==> src/rtl/arm_multicycle_ctrl_if.sv <==
// Handshake/control bundle between the multicycle controller and its datapath.
// slave  = controller side (consumes instruction/flags/ready, drives controls).
// master = datapath side.
interface arm_multicycle_ctrl_if;
  logic [31:0] Instr;
  logic [3:0]  ALUFlags;
  logic        mem_ready;
  logic        PCWrite;
  logic        AdrSrc;
  logic        MemW;
  logic        IRWrite;
  logic        RegWrite;
  logic [1:0]  ResultSrc;
  logic        ALUSrcA;
  logic [1:0]  ALUSrcB;
  logic [1:0]  ALUControl;
  logic [1:0]  ImmSrc;
  logic [1:0]  RegSrc;
  logic [3:0]  Flags;
  logic [3:0]  state_o;

  modport slave (
    input  Instr, ALUFlags, mem_ready,
    output PCWrite, AdrSrc, MemW, IRWrite, RegWrite, ResultSrc,
           ALUSrcA, ALUSrcB, ALUControl, ImmSrc, RegSrc, Flags, state_o
  );

  modport master (
    output Instr, ALUFlags, mem_ready,
    input  PCWrite, AdrSrc, MemW, IRWrite, RegWrite, ResultSrc,
           ALUSrcA, ALUSrcB, ALUControl, ImmSrc, RegSrc, Flags, state_o
  );
endinterface

==> src/rtl/arm_multicycle_ctrl.sv <==
// Multicycle ARM-subset controller: one FSM state per cycle, NZCV register,
// condition evaluation, and memory-ready stretching of FETCH/MEMRD/MEMWR.
module arm_multicycle_ctrl #(
  parameter bit USE_MEM_READY = 1'b1,
  parameter bit NEVER_ON_1111 = 1'b1
) (
  input logic clk,
  input logic reset,
  arm_multicycle_ctrl_if.slave bus
);
  localparam logic [3:0] S_FETCH    = 4'd0;
  localparam logic [3:0] S_DECODE   = 4'd1;
  localparam logic [3:0] S_MEMADR   = 4'd2;
  localparam logic [3:0] S_MEMRD    = 4'd3;
  localparam logic [3:0] S_MEMWB    = 4'd4;
  localparam logic [3:0] S_MEMWR    = 4'd5;
  localparam logic [3:0] S_EXECUTER = 4'd6;
  localparam logic [3:0] S_EXECUTEI = 4'd7;
  localparam logic [3:0] S_ALUWB    = 4'd8;
  localparam logic [3:0] S_BRANCH   = 4'd9;

  logic [3:0] r_state, w_next;
  logic [3:0] r_flags;

  logic [3:0] w_cond, w_cmd, w_rd;
  logic [1:0] w_op;
  logic [5:0] w_funct;
  logic       w_ready, w_condex, w_nowrite, w_cv_upd;
  logic [1:0] w_aluop;
  logic       w_pcw, w_memw, w_irw, w_regw;
  logic       w_n, w_z, w_c, w_v;

  assign w_cond  = bus.Instr[31:28];
  assign w_op    = bus.Instr[27:26];
  assign w_funct = bus.Instr[25:20];
  assign w_rd    = bus.Instr[15:12];
  assign w_cmd   = w_funct[4:1];
  assign w_ready = USE_MEM_READY ? bus.mem_ready : 1'b1;
  assign {w_n, w_z, w_c, w_v} = r_flags;

  logic w_unused;
  assign w_unused = ^{bus.Instr[19:16], bus.Instr[11:0]};

  // condition-field evaluation against the registered flags
  always_comb begin
    w_condex = 1'b0;
    case (w_cond)
      4'b0000: w_condex = w_z;
      4'b0001: w_condex = ~w_z;
      4'b0010: w_condex = w_c;
      4'b0011: w_condex = ~w_c;
      4'b0100: w_condex = w_n;
      4'b0101: w_condex = ~w_n;
      4'b0110: w_condex = w_v;
      4'b0111: w_condex = ~w_v;
      4'b1000: w_condex = w_c & ~w_z;
      4'b1001: w_condex = ~w_c | w_z;
      4'b1010: w_condex = (w_n == w_v);
      4'b1011: w_condex = (w_n != w_v);
      4'b1100: w_condex = ~w_z & (w_n == w_v);
      4'b1101: w_condex = w_z | (w_n != w_v);
      4'b1110: w_condex = 1'b1;
      default: w_condex = ~NEVER_ON_1111;
    endcase
  end

  // data-processing cmd decode; unsupported cmds add but never write back
  always_comb begin
    w_aluop   = 2'b00;
    w_nowrite = 1'b0;
    w_cv_upd  = 1'b0;
    case (w_cmd)
      4'b0100: begin w_aluop = 2'b00; w_cv_upd = 1'b1; end
      4'b0010: begin w_aluop = 2'b01; w_cv_upd = 1'b1; end
      4'b0000: w_aluop = 2'b10;
      4'b1100: w_aluop = 2'b11;
      4'b1010: begin w_aluop = 2'b01; w_nowrite = 1'b1; w_cv_upd = 1'b1; end
      default: begin w_aluop = 2'b00; w_nowrite = 1'b1; end
    endcase
  end

  // next-state logic
  always_comb begin
    w_next = S_FETCH;
    case (r_state)
      S_FETCH:  w_next = w_ready ? S_DECODE : S_FETCH;
      S_DECODE: case (w_op)
                  2'b00:   w_next = w_funct[5] ? S_EXECUTEI : S_EXECUTER;
                  2'b01:   w_next = S_MEMADR;
                  2'b10:   w_next = S_BRANCH;
                  default: w_next = S_FETCH;
                endcase
      S_MEMADR:   w_next = w_funct[0] ? S_MEMRD : S_MEMWR;
      S_MEMRD:    w_next = w_ready ? S_MEMWB : S_MEMRD;
      S_MEMWR:    w_next = w_ready ? S_FETCH : S_MEMWR;
      S_EXECUTER,
      S_EXECUTEI: w_next = S_ALUWB;
      default:    w_next = S_FETCH;
    endcase
  end

  // per-state datapath controls; anything not named for a state stays 0
  always_comb begin
    w_pcw = 1'b0; w_memw = 1'b0; w_irw = 1'b0; w_regw = 1'b0;
    bus.AdrSrc = 1'b0; bus.ResultSrc = 2'b00; bus.ALUSrcA = 1'b0;
    bus.ALUSrcB = 2'b00; bus.ALUControl = 2'b00;
    case (r_state)
      S_FETCH: begin
        bus.ALUSrcA = 1'b1; bus.ALUSrcB = 2'b10; bus.ResultSrc = 2'b10;
        w_irw = w_ready; w_pcw = w_ready;
      end
      S_DECODE: begin
        bus.ALUSrcA = 1'b1; bus.ALUSrcB = 2'b10; bus.ResultSrc = 2'b10;
      end
      S_MEMADR:   bus.ALUSrcB = 2'b01;
      S_MEMRD:    bus.AdrSrc = 1'b1;
      S_MEMWB: begin
        bus.ResultSrc = 2'b01; w_regw = w_condex;
      end
      S_MEMWR: begin
        bus.AdrSrc = 1'b1; w_memw = w_condex;
      end
      S_EXECUTER: bus.ALUControl = w_aluop;
      S_EXECUTEI: begin
        bus.ALUSrcB = 2'b01; bus.ALUControl = w_aluop;
      end
      S_ALUWB: begin
        w_regw = w_condex & ~w_nowrite;
        w_pcw  = w_condex & ~w_nowrite & (w_rd == 4'd15);
      end
      S_BRANCH: begin
        bus.ALUSrcB = 2'b01; bus.ResultSrc = 2'b10; w_pcw = w_condex;
      end
      default: ;
    endcase
  end

  // write enables are held off for as long as reset is low
  assign bus.PCWrite  = w_pcw  & reset;
  assign bus.MemW     = w_memw & reset;
  assign bus.IRWrite  = w_irw  & reset;
  assign bus.RegWrite = w_regw & reset;
  assign bus.ImmSrc   = w_op;
  assign bus.RegSrc   = {w_op == 2'b01, w_op == 2'b10};
  assign bus.Flags    = r_flags;
  assign bus.state_o  = r_state;

  // state register
  always_ff @(posedge clk) begin
    if (!reset) r_state <= S_FETCH;
    else        r_state <= w_next;
  end

  // NZCV register, written only in the execute cycle of a flag-setting op
  always_ff @(posedge clk) begin
    if (!reset) begin
      r_flags <= 4'b0000;
    end else if ((r_state == S_EXECUTER || r_state == S_EXECUTEI) && w_condex &&
                 (w_funct[0] || w_cmd == 4'b1010)) begin
      r_flags[3:2] <= bus.ALUFlags[3:2];
      if (w_cv_upd) r_flags[1:0] <= bus.ALUFlags[1:0];
    end
  end
endmodule

==> src/flat_wrapper.sv <==
// flat-port wrapper written by rule: the top's interface ports become plain ports
module arm_multicycle_ctrl_flat 
#(
  parameter bit USE_MEM_READY = 1'b1,
  parameter bit NEVER_ON_1111 = 1'b1
)
  (clk, reset, bus_Instr, bus_ALUFlags, bus_mem_ready, bus_PCWrite, bus_AdrSrc, bus_MemW, bus_IRWrite, bus_RegWrite, bus_ResultSrc, bus_ALUSrcA, bus_ALUSrcB, bus_ALUControl, bus_ImmSrc, bus_RegSrc, bus_Flags, bus_state_o);
  arm_multicycle_ctrl_if bus_i ();
  input logic clk;
  input logic reset;
  input wire logic [$bits(bus_i.Instr)-1:0] bus_Instr;
  input wire logic [$bits(bus_i.ALUFlags)-1:0] bus_ALUFlags;
  input wire logic [$bits(bus_i.mem_ready)-1:0] bus_mem_ready;
  output wire logic [$bits(bus_i.PCWrite)-1:0] bus_PCWrite;
  output wire logic [$bits(bus_i.AdrSrc)-1:0] bus_AdrSrc;
  output wire logic [$bits(bus_i.MemW)-1:0] bus_MemW;
  output wire logic [$bits(bus_i.IRWrite)-1:0] bus_IRWrite;
  output wire logic [$bits(bus_i.RegWrite)-1:0] bus_RegWrite;
  output wire logic [$bits(bus_i.ResultSrc)-1:0] bus_ResultSrc;
  output wire logic [$bits(bus_i.ALUSrcA)-1:0] bus_ALUSrcA;
  output wire logic [$bits(bus_i.ALUSrcB)-1:0] bus_ALUSrcB;
  output wire logic [$bits(bus_i.ALUControl)-1:0] bus_ALUControl;
  output wire logic [$bits(bus_i.ImmSrc)-1:0] bus_ImmSrc;
  output wire logic [$bits(bus_i.RegSrc)-1:0] bus_RegSrc;
  output wire logic [$bits(bus_i.Flags)-1:0] bus_Flags;
  output wire logic [$bits(bus_i.state_o)-1:0] bus_state_o;
  assign bus_i.Instr = bus_Instr;
  assign bus_i.ALUFlags = bus_ALUFlags;
  assign bus_i.mem_ready = bus_mem_ready;
  assign bus_PCWrite = bus_i.PCWrite;
  assign bus_AdrSrc = bus_i.AdrSrc;
  assign bus_MemW = bus_i.MemW;
  assign bus_IRWrite = bus_i.IRWrite;
  assign bus_RegWrite = bus_i.RegWrite;
  assign bus_ResultSrc = bus_i.ResultSrc;
  assign bus_ALUSrcA = bus_i.ALUSrcA;
  assign bus_ALUSrcB = bus_i.ALUSrcB;
  assign bus_ALUControl = bus_i.ALUControl;
  assign bus_ImmSrc = bus_i.ImmSrc;
  assign bus_RegSrc = bus_i.RegSrc;
  assign bus_Flags = bus_i.Flags;
  assign bus_state_o = bus_i.state_o;
  arm_multicycle_ctrl #(.USE_MEM_READY(USE_MEM_READY), .NEVER_ON_1111(NEVER_ON_1111)) u_core (.clk(clk), .reset(reset), .bus(bus_i));
endmodule
==> config.mk <==
export PLATFORM = sky130hd
export DESIGN_NAME = arm_multicycle_ctrl_flat
export DESIGN_NICKNAME = d
export VERILOG_FILES = /design/src/rtl/arm_multicycle_ctrl_if.sv /design/src/rtl/arm_multicycle_ctrl.sv /design/src/flat_wrapper.sv
export SDC_FILE = /design/constraint.sdc
export NUM_CORES = 1
export LEC_CHECK = 0
export CORE_ASPECT_RATIO = 2
export CORE_MARGIN = 4
export CORE_UTILIZATION = 35
export CTS_CLUSTER_SIZE = 12
export DETAILED_ROUTE_END_ITERATION = 6
export GPL_ROUTABILITY_DRIVEN = 1
export GPL_TIMING_DRIVEN = 0
export PLACE_DENSITY = 0.91
export SYNTH_ARGS = -nofsm -noshare
export SYNTH_HDL_FRONTEND = slang
export SYNTH_SLANG_ARGS = --single-unit
==> constraint.sdc <==
create_clock -name clk -period 3.3 [get_ports clk]
set_clock_uncertainty 0.2 [all_clocks]
set_input_delay 0.825 -clock clk [delete_from_list [all_inputs] [get_ports clk]]
set_output_delay 0.825 -clock clk [all_outputs]
set_load 0.02 [all_outputs]
Word-level counts from Yosys, hierarchy flattened. Cells that the tools add are included.

Bitwise gates (word level): 14. Reduce and logical (&&, ||, !) cells: 17. Equal/unequal tests: 32. Muxes and demuxes: 19.

Operators with widths (count): $eq 4x4->1 const B (12); $eq 4x3->1 const B (9); $pmux 4 s6 (1); $eq 4x2->1 const B (5); $pmux 1 s15 (1); $logic_not 4->1 (3); $pmux 4 s3 (1); $mux 3 (3); $reduce_or 3->1 (3); $and 1x1->1 (8); $eq 4x1->1 const B (2); $pmux 2 s2 (2); $reduce_or 2->1 (4); $mux 1 (7); $pmux 2 s3 (1); $not 1->1 (4); $reduce_or 4->1 (1); $pmux 1 s3 (1); $eq 2x1->1 const B (1); $eq 2x2->1 const B (1); $logic_and 1x1->1 (2); $logic_not 2->1 (1); $logic_or 1x1->1 (2); $mux 2 (1); other kinds (5) (6).

Output and inout port bits: 24. Register bits after elaboration: 8. Word-level logic and storage cells: 85. Input port bits: 39.

Logic depth before layout (Yosys ltp). Gate-level depths: netlist of run 1.

Depth after elaboration: 7. Mapped depth: 7. Mapped depth without buffers: 6.

Worst setup path before layout of run 1. Ideal clock, no wire load.

Path type: in2out. From: input bus_Instr[31]. To: output bus_MemW. Slack: 0.134 ns. Stages: 7. Arrival: 2.141 ns. Required time: 2.275 ns. Buffers on the path: 1. Cell sequence: buf_2 > and4bb_2 > mux2i_1 > a311oi_1 > nor4_2 > nor2b_1 > nor3b_2.

Cells in the longest elaborated chain, start to end: 4. Elaborated cells on any way between the ends: 18. Classes of those cells: eq/ne: 14; mux: 2; bitwise: 1; reduce/logical: 1.

RTL lines: from (decl) (line flat_wrapper.sv:11) `input wire logic [$bits(bus_i.Instr)-1:0] bus_Instr;`; $eq 4x4->1, or another cell as far along (line arm_multicycle_ctrl.sv:47) `case (w_cond)`; $pmux 1 s15 * (line arm_multicycle_ctrl.sv:47); $mux 1 * (line arm_multicycle_ctrl.sv:107) `case (r_state)`; $and 1x1->1 * (line arm_multicycle_ctrl.sv:140) `assign bus.MemW = w_memw & reset;`; to (decl) (line flat_wrapper.sv:16) `output wire logic [$bits(bus_i.MemW)-1:0] bus_MemW;`.

Every way passes the cells marked *; elsewhere a longest branch is shown, timed or not.

Worst setup path in the final report of run 1. Ends and elaborated chain as after synthesis.

==> out/results.md, run 1 <==
### Run status
• **outcome** complete, but fails checks
• **failing checks** setup timing

### GRT
• **GRT Util Overall** 17.3%
• **wire length of the first global-routing pass** 4720 um
• **vias in the first global route** 1135
• **global route overflow** 0
• **largest net degree at the start of global routing** 11
• **antenna violations before repair** 0

### Die
• **number of standard-cell rows in the floorplan** 26
• **Die Span X** 44.3 um
• **floorplan die area** 3570 um^2
• **total core area** 2540 um^2
• **die span in y** 80.6 um
• **Boundary Pins** 63
• **Initial Utilization** 36.3%

### Power
• **power dissipated by switching net loads** 0.118 mW
• **power consumption** 0.381 mW
• **P per Cell Area** 239 nW/um^2
• **VDD IR-drop max** 0.228 mV
• **switching share of power** 30.9%
• **clock group share of total power** 30.3%
• **Reg power frac** 27.0%
• **combinational fraction of design power** 42.7%
• **LEAKAGE** 0.633 nW
• **Pint** 0.263 mW

### Timing
• **setup repair after global routing missed its margin** yes
• **peak clock frequency supported by timing** 301 MHz
• **worst max-slew margin expressed relative to the limit** 62.2%
• **hold violation total from the final report** 0
• **Worst Setup Slack, final** -0.0260 ns
• **actual transition at the worst max-transition pin** 0.562 ns
• **setup-violating endpoint count in the final report** 3
• **worst hold slack after final layout** 0.325 ns
• **Max Transition Viols Final** 0
• **clock period minus final worst setup slack** 3.33 ns
• **final worst path period share** 101%

### Finish
• **area added between synthesis and finish** 73.3%
• **Nets** 225
• **share of cells above drive strength 1** 21.7%
• **fill cell instance count of the final layout** 214
• **post-route cell area** 1600 um^2
• **number of diodes added for antenna fixing** 0

### Synth
• **area share of the leading cell type in the synthesized netlist** 17.4%
• **Synth area leader** sky130_fd_sc_hd__dfxtp_1
• **number of standard cells after synthesis** 130
• **Mean Syn Cell Area** 7.09 um^2
• **total of warnings raised by yosys** 0
• **net count after synthesis** 169
• **dominant register cell in the synthesized netlist** sky130_fd_sc_hd__dfxtp_1
• **most used standard cells in the synthesized netlist** sky130_fd_sc_hd__nand2_1 (15), sky130_fd_sc_hd__nor2_1 (12), sky130_fd_sc_hd__dfxtp_1 (8), sky130_fd_sc_hd__mux2i_1 (7), sky130_fd_sc_hd__nor2b_1 (7)
• **number of distinct library cells after synthesis** 42
• **mapped cell area** 922 um^2
• **EDFF count, synth** 0
• **#FFs+latches synth** 8
• **fraction of synthesis flops using an asynchronous set or reset pin** 0%
• **sequential cell area fraction in the yosys report** 17.4%
• **dominant cell by count in the synthesized netlist** sky130_fd_sc_hd__nand2_1
• **top post-synthesis cells by area** sky130_fd_sc_hd__dfxtp_1 (17%), sky130_fd_sc_hd__mux2i_1 (7.6%), sky130_fd_sc_hd__nand2_1 (6.1%)

### Placed design
• **Post-DP Area** 1390 um^2
• **placer congestion estimate** 0.819
• **number of I/O port buffers** 43
• **HPWL after detailed placement** 2370 um

### Setup path
• **maximum fanout encountered on the critical timing path** 5
• **CP max stage delay** 0.36 ns
• **critical-path cell with the highest stage delay** sky130_fd_sc_hd__nor4_2
• **required time at the worst-slack endpoint** 2.27 ns
• **critical path, cell by cell** buf_12, and4bb_2, mux2i_2, a311oi_2, nor4_2, nor2b_1, nor3b_2, buf_4
• **kind of end point of the critical path** output pin
• **number of buffer and inverter stages on the critical path** 2
• **Crit Path Class** primary input to output pin
• **largest delay contributor family on the critical path** simple AND/OR/NAND/NOR gates
• **Worst Path Arrival** 2.30 ns
• **crit start category** primary input

### CTS
• **clock root cell** sky130_fd_sc_hd__clkbuf_8
• **CTS max path bufs** 2
• **count of hold-fix buffers inserted at cts** 0
• **CTS sink count** 8
• **CTS tree** yes
• **htree depth** 1
• **clock latency on the worst-skew pair** 0.23 ns
• **clock-pin slew on the worst setup and hold paths** 0.04 ns
• **number of buffers inserted during clock tree synthesis** 3

### Route
• **Avg Vias per Cell** 5.62
• **total wire length** 3200 um
• **detailed router's first-iteration violation count** 35
• **drc violations** 0
• **DRT Pass-1 Iters** 4
• **via total after detailed routing** 1192
• **final routed wire length divided by cell count** 15.1 um
• **antenna violation net count after detailed routing** 0

### Job
• **count of max-cap constraint violations** 0

### Min path
• **path class of the lowest-slack min-delay path** register to register

timing repair:
item                       CTS  global route
setup endpoints to repair    5             3
gates resized for setup     32            19
pin swaps                    5             6
cloned                       0             2
buffers inserted             2             4
cells by family (layout without fill, tap and decap cells):
| logic type | Yosys count | in the layout | synth area share (%) |
|---|---|---|---|
| XOR/XNOR | 5 | 5 | 4.75 |
| flip-flops | 8 | 8 | 17.4 |
| AND/OR/NAND/NOR | 66 | 66 | 40.8 |
| buffers and inverters | 17 | 71 | 9.77 |
| AO/OA/AOI/OAI | 27 | 27 | 19.7 |
| multiplexers | 7 | 7 | 7.60 |
worst min-delay path: stages (launching register included):
cell and delay [ns]:
sky130_fd_sc_hd__dfxtp_1 0.34, sky130_fd_sc_hd__nand2_1 0.07, sky130_fd_sc_hd__mux2i_1 0.06
power by group through the flow:
stage	logic [mW]	registers (mW)	clock network [mW]
after detailed placement	0.143	0.104	0
after global placement	0.141	0.104	0
after floorplan	0.0743	0.107	0
after CTS	0.145	0.103	0.117
after global routing	0.173	0.103	0.124
final	0.163	0.103	0.116
registers in the layout, indices dropped and copies added (netlist names):
name	flops
u_core.bus.Flags	4
u_core.bus.state_o	4
per-stage QoR:
stage	util (%)	setup TNS, ns	std cells	setup slack [ns]
after floorplan	-	0	130	0.134
after global placement	54.7	-2.96	201	-0.930
after detailed placement	54.7	-3.02	201	-0.925
after CTS	56.9	-0.0541	206	-0.0541
after global routing	63.0	-0.309	212	-0.132
final	63.0	-0.0501	212	-0.0260
cells in the final DEF (no fill, tap or decap), types with 5 or more instances in the layout:
master,count
sky130_fd_sc_hd__a21oi_1,5
sky130_fd_sc_hd__buf_4,10
sky130_fd_sc_hd__buf_6,5
sky130_fd_sc_hd__clkdlybuf4s50_1,32
sky130_fd_sc_hd__dfxtp_1,8
sky130_fd_sc_hd__inv_1,6
sky130_fd_sc_hd__mux2i_1,6
sky130_fd_sc_hd__nand2_1,15
sky130_fd_sc_hd__nand2b_1,5
sky130_fd_sc_hd__nor2_1,12
sky130_fd_sc_hd__nor2b_1,5
final cells by class:
cell class	instances	area, um^2	share of cell area, %
Sequential cell	8	160	10.0
Timing Repair Buffer	51	522	32.7
Tap cell	28	35.0	2.19
Multi-Input combinational cell	105	716	44.8
Inverter	6	22.5	1.41
Clock buffer	3	41.3	2.58
Buffer	11	101	6.34
metal layers:
| layer | routed length, um | global-route usage [%] | vias to the layer above |
|---|---|---|---|
| met4 | 98 | 9.37 | 0 |
| met1 | 1020 | 12.5 | 580 |
| li1 | - | - | 570 |
| met3 | 105 | 3.36 | 9 |
| met2 | 1980 | 36.7 | 33 |
| met5 | 0 | 0 | - |
final timing paths:
check                      startpoint                   to  slack (ns)  depth (start not counted)
setup / recovery        bus_Instr[31]             bus_MemW       -0.03                          8
hold / removal    u_core.bus.Flags[1]  u_core.bus.Flags[1]        0.32                          2
setup reg to reg  u_core.bus.Flags[3]  u_core.bus.Flags[1]        1.20                          8
hold reg to reg   u_core.bus.Flags[1]  u_core.bus.Flags[1]        0.32                          2
No activity file was read; power rests on OpenSTA's default activity.
==> inputs of run 2 (changes only) <==
Settings changed: CAP_MARGIN set to 10, HOLD_SLACK_MARGIN set to 0.15, REMOVE_ABC_BUFFERS set to 1.
==> run 2 against run 1 <==
The run still ends with setup timing left. Global-route usage fell by 0.38 points. Fmax rose by 0.72%. Count of clock-buffer cells in the layout did not move. Cell count fell by 4.2%. Critical path depth rose by 1. Combinational power fell by 5%. Sequential share of layout area rose by 0.29 points. Routed wire length fell by 4.9%. Utilization fell by 1.3 points. Worst setup slack improved by 0.024 ns. Worst hold slack improved by 0.0015 ns. Largest power group unchanged. Highest routed layer unchanged.
==> out/results.md, run 2 (synthesis gave the netlist of run 1 again) <==
### Run status
• **outcome** complete, but fails checks
• **failing checks** setup timing

### Power
• **P per Cell Area** 245 nW/um^2
• **VDD IR-drop max** 0.208 mV
• **LEAKAGE** 0.611 nW

### Setup path
• **largest delay contributor family on the critical path** simple AND/OR/NAND/NOR gates
• **Worst Path Arrival** 2.28 ns
• **critical path, cell by cell** buf_12, buf_4, nor3b_4, a31oi_1, o32ai_2, nor4_4, nor2b_2, and3_1, buf_6
• **kind of end point of the critical path** output pin
• **critical-path cell with the highest stage delay** sky130_fd_sc_hd__nor4_4
• **maximum fanout encountered on the critical timing path** 6
• **crit start category** primary input
• **required time at the worst-slack endpoint** 2.27 ns
• **number of buffer and inverter stages on the critical path** 3
• **CP max stage delay** 0.33 ns
• **Crit Path Class** primary input to output pin

### Timing
• **final worst path period share** 100%
• **worst hold slack after final layout** 0.326 ns
• **hold violation total from the final report** 0
• **Worst Setup Slack, final** -0.00231 ns
• **peak clock frequency supported by timing** 303 MHz
• **worst max-slew margin expressed relative to the limit** 60.9%
• **clock period minus final worst setup slack** 3.30 ns
• **setup repair after global routing missed its margin** yes
• **actual transition at the worst max-transition pin** 0.582 ns
• **Max Transition Viols Final** 0
• **setup-violating endpoint count in the final report** 1

### Route
• **drc violations** 0
• **via total after detailed routing** 1122
• **antenna violation net count after detailed routing** 0
• **detailed router's first-iteration violation count** 30
• **DRT Pass-1 Iters** 4
• **total wire length** 3040 um
• **Avg Vias per Cell** 5.53
• **final routed wire length divided by cell count** 15.0 um

### Placed design
• **Post-DP Area** 1350 um^2
• **placer congestion estimate** 0.771
• **HPWL after detailed placement** 2270 um
• **number of I/O port buffers** 46
• **number of instances in the placed design** 193

### GRT
• **wire length of the first global-routing pass** 4660 um
• **GRT Util Overall** 16.9%
• **largest net degree at the start of global routing** 18
• **antenna violations before repair** 0
• **global route overflow** 0
• **vias in the first global route** 1127

### CTS
• **clock root cell** sky130_fd_sc_hd__clkbuf_8
• **htree depth** 1
• **CTS sink count** 8
• **CTS max path bufs** 2
• **clock latency on the worst-skew pair** 0.23 ns
• **CTS tree** yes
• **clock-pin slew on the worst setup and hold paths** 0.04 ns
• **number of buffers inserted during clock tree synthesis** 3

### Finish
• **Nets** 216
• **most common cell after layout, fill and taps aside** sky130_fd_sc_hd__clkdlybuf4s50_1
• **area added between synthesis and finish** 69.7%
• **post-route cell area** 1570 um^2
• **share of cells above drive strength 1** 22.3%
• **Finished Core Util** 61.7%
• **commonest cells after routing, fill and taps aside** sky130_fd_sc_hd__clkdlybuf4s50_1 (31), sky130_fd_sc_hd__nand2_1 (13), sky130_fd_sc_hd__nor2_1 (11)
• **post-layout instance count excluding filler cells** 203
• **number of diodes added for antenna fixing** 0

### Die
• **die span in y** 80.6 um
• **Boundary Pins** 63
• **number of standard-cell rows in the floorplan** 26
• **Initial Utilization** 36.3%
• **floorplan die area** 3570 um^2
• **Die Span X** 44.3 um
• **total core area** 2540 um^2

### Job
• **count of max-cap constraint violations** 0

### Min path
• **path class of the lowest-slack min-delay path** register to register

==> run 2: cell count changes in the layout (fill, tap and decap cells not counted), sizes merged <==
| cell | delta |
|---|---|
| buf | -5 |
| clkbuf | -4 |
| clkdlybuf4s50 | -1 |
| dlymetal6s2s | +1 |
==> run 2: what timing repair did <==
| action | CTS | global route |
|---|---|---|
| buffers inserted | 4 | 3 |
| pin swaps | 7 | 9 |
| gates resized for setup | 55 | 25 |
| hold buffers | 0 | 0 |
| endpoints found under the setup margin | 6 | 5 |
==> run 2: through the flow <==
stage,power [mW],worst slack [ns],setup TNS [ns]
after global placement,0.242,-1.11,-3.75
after detailed placement,0.243,-1.14,-3.90
after global routing,0.402,-0.0824,-0.243
after CTS,0.369,-0.0284,-0.0284
final,0.384,-0.00231,-0.00231
after floorplan,0.169,0.235,0
==> run 2: where the power goes <==
group,switching [mW],leakage [nW],internal [mW],total [mW]
Clock,0.0398,0.0216,0.0791,0.119
Sequential,0.00978,0.0653,0.100,0.110
Combinational,0.0734,0.525,0.0817,0.155
==> run 2: layer usage <==
metal	routed length (um)	part of all wire [%]	vias to the layer above	track usage, %
li1	-	-	550	-
met1	985	32	532	14.8
met2	1880	62	34	34.9
met3	106	3.5	6	1.79
met4	72	2.4	0	7.25
met5	0	0	-	0
==> run 2: final timing paths <==
kind	startpoint	to	slack (ns)	cells past startpoint
max	bus_Instr[30]	bus_RegWrite	-0.002	9
min	u_core.bus.Flags[1]	u_core.bus.Flags[1]	0.33	2
max reg2reg	u_core.bus.Flags[3]	u_core.bus.Flags[3]	1.15	7
min reg2reg	u_core.bus.Flags[1]	u_core.bus.Flags[1]	0.33	2
==> run 2: final cells by class <==
cell class / instances / area, um^2
fillers: 222 / 972
multi-input cells: 105 / 761
repair buffers: 53 / 544
flip-flops and latches: 8 / 161
clock buffers: 3 / 41.3
well taps: 28 / 35.0
inverters: 6 / 22.5
==> run 2: worst reg2reg max path: stages, from the launching register on <==
cell and delay [ns]:
sky130_fd_sc_hd__dfxtp_1 0.38, sky130_fd_sc_hd__nor4b_2 0.29, sky130_fd_sc_hd__a31oi_1 0.09, sky130_fd_sc_hd__o32ai_2 0.37, sky130_fd_sc_hd__nor4_4 0.10, sky130_fd_sc_hd__buf_4 0.15, sky130_fd_sc_hd__nor3_2 0.26, sky130_fd_sc_hd__mux2i_1 0.24
==> inputs of run 3 (changes only) <==
Settings changed: PLACE_DENSITY 0.91 to 0.8.
==> run 3 against run 2 <==
The run now ends clean. Largest power group unchanged. Global-route usage is 2.0 points higher. Die area stayed put. Sequential power hardly changed. Worst hold slack worse by 0.0071 ns. Power is 6.2% higher.
==> out/results.md, run 3 (synthesis gave the netlist of run 1 again) <==
### Die
• **Initial Utilization** 36.3%
• **Boundary Pins** 63
• **total core area** 2540 um^2
• **number of standard-cell rows in the floorplan** 26
• **Die Span X** 44.3 um
• **floorplan die area** 3570 um^2
• **die span in y** 80.6 um

### CTS
• **CTS sink count** 8
• **CTS tree** yes
• **clock latency on the worst-skew pair** 0.22 ns
• **clock-pin slew on the worst setup and hold paths** 0.04 ns
• **clock root cell** sky130_fd_sc_hd__clkbuf_8
• **CTS max path bufs** 2
• **htree depth** 1
• **number of buffers inserted during clock tree synthesis** 3

### Timing
• **setup-violating endpoint count in the final report** 0
• **Max Transition Viols Final** 0
• **actual transition at the worst max-transition pin** 0.500 ns
• **peak clock frequency supported by timing** 305 MHz
• **worst max-slew margin expressed relative to the limit** 66.4%
• **final worst path period share** 99.3%
• **hold violation total from the final report** 0
• **setup repair after global routing missed its margin** yes
• **clock period minus final worst setup slack** 3.28 ns
• **summed negative setup slack over all endpoints** 0 ns
• **worst hold slack after final layout** 0.319 ns

### Setup path
• **CP max stage delay** 0.33 ns
• **required time at the worst-slack endpoint** 2.27 ns
• **most used cell along the critical path** sky130_fd_sc_hd__buf_6
• **Worst Path Arrival** 2.25 ns
• **critical path, cell by cell** buf_6, mux2i_1, xor2_1, o31ai_2, nor4_4, nor2b_2, and3_1, buf_6
• **Crit Path Class** primary input to output pin
• **startpoint of the worst setup timing path** bus_Instr[29]
• **number of buffer and inverter stages on the critical path** 2
• **critical-path cell with the highest stage delay** sky130_fd_sc_hd__nor4_4
• **largest delay contributor family on the critical path** simple AND/OR/NAND/NOR gates
• **R2R cell count** 14
• **worst reg2reg path startpoint** u_core.bus.Flags[0]
• **internal reg-to-reg setup slack** 0.23 ns
• **kind of end point of the critical path** output pin
• **crit start category** primary input
• **capturing point of the worst reg2reg path** u_core.bus.Flags[3]
• **maximum fanout encountered on the critical timing path** 5

### Job
• **count of max-cap constraint violations** 0

### Power
• **switching share of power** 31.7%
• **power consumption** 0.408 mW
• **LEAKAGE** 0.679 nW
• **VDD IR-drop max** 0.200 mV
• **P per Cell Area** 241 nW/um^2
• **Pint** 0.279 mW
• **Reg power frac** 27.0%
• **clock group share of total power** 28.1%
• **power dissipated by switching net loads** 0.129 mW
• **combinational fraction of design power** 45.0%

### Placed design
• **Post-DP Area** 1350 um^2
• **placer congestion estimate** 0.828
• **number of I/O port buffers** 46
• **HPWL after detailed placement** 2380 um

### Finish
• **Nets** 227
• **area added between synthesis and finish** 83.6%
• **share of cells above drive strength 1** 27.4%
• **commonest cells after routing, fill and taps aside** sky130_fd_sc_hd__clkdlybuf4s50_1 (32), sky130_fd_sc_hd__buf_4 (17), sky130_fd_sc_hd__nand2_1 (13)
• **post-route cell area** 1690 um^2
• **most common cell after layout, fill and taps aside** sky130_fd_sc_hd__clkdlybuf4s50_1
• **number of diodes added for antenna fixing** 0

### Min path
• **worst min-delay path endpoint** u_core.bus.Flags[2]
• **number of cells traversed by the worst hold path** 2
• **hold wc startpoint** u_core.bus.Flags[2]
• **path class of the lowest-slack min-delay path** register to register

### GRT
• **largest net degree at the start of global routing** 18
• **vias in the first global route** 1183
• **global route overflow** 0
• **wire length of the first global-routing pass** 5200 um
• **GRT Util Overall** 18.9%
• **antenna violations before repair** 0

### Route
• **detailed router's first-iteration violation count** 23
• **final routed wire length divided by cell count** 17.3 um
• **antenna violation net count after detailed routing** 0
• **via total after detailed routing** 1191
• **Avg Vias per Cell** 5.57
• **total wire length** 3700 um
• **DRT Pass-1 Iters** 4
• **drc violations** 0

### Run status
• **outcome** completed

-- run 3: cell types whose count changed in the layout (fill, tap and decap cells not counted), moves of 2 or more --
cell | before | now
sky130_fd_sc_hd__a31oi_1 | 2 | 0
sky130_fd_sc_hd__a31oi_2 | 0 | 2
sky130_fd_sc_hd__buf_4 | 7 | 17
sky130_fd_sc_hd__buf_6 | 3 | 5
-- run 3: power by group through the flow --
stage | clock network, mW | registers [mW] | logic (mW)
floorplan | 0 | 0.112 | 0.0575
global placement | 0 | 0.111 | 0.130
detailed placement | 0 | 0.111 | 0.133
CTS | 0.117 | 0.110 | 0.158
global route | 0.121 | 0.111 | 0.194
finish | 0.114 | 0.110 | 0.183
-- run 3: per-stage QoR --
stage	setup WS, ns	cells	util (%)
detailed placement	-1.12	193	53.2
CTS	-0.0352	206	59.3
finish	0.0220	214	66.7
global route	-0.0688	214	66.7
floorplan	0.235	119	-
global placement	-1.02	193	53.2
-- run 3: layout make-up --
cell class	instances	area (um^2)
Timing Repair Buffer	64	628
Fill cell	212	845
Clock buffer	3	41.3
Sequential cell	8	161
Tap cell	28	35.0
Inverter	6	22.5
Multi-Input combinational cell	105	805
-- run 3: what timing repair did --
item	in CTS	in global routing
gates resized for setup	53	33
endpoints found under the setup margin	6	7
setup buffers	10	9
hold buffers	0	0
gates cloned	0	0
pin swaps	4	14
-- run 3: per-layer routing --
metal  wire [um]  track usage [%]  part of all wire [%]  up-vias
met2        2370             40.1                    64       38
li1            -                -                     -      577
met3         116             2.47                   3.1        6
met5           0                0                     0        -
met1        1150             16.9                    31      570
met4          61             4.83                   1.6        0
-- run 3: worst max-delay path by stage --
| stage | to | cells after the start |
|---|---|---|
| CTS | bus_MemW | 8 |
| global placement | bus_MemW | 8 |
| finish | bus_RegWrite | 8 |
| floorplan | bus_MemW | 6 |
| detailed placement | bus_MemW | 8 |
| global route | bus_MemW | 8 |
-- run 3: worst min-delay path, delay by kind of cell (launching register included) --
| family | cells | cell delay, ns |
|---|---|---|
| flops | 1 | 0.34 |
| simple gates | 1 | 0.07 |
| mux | 1 | 0.05 |
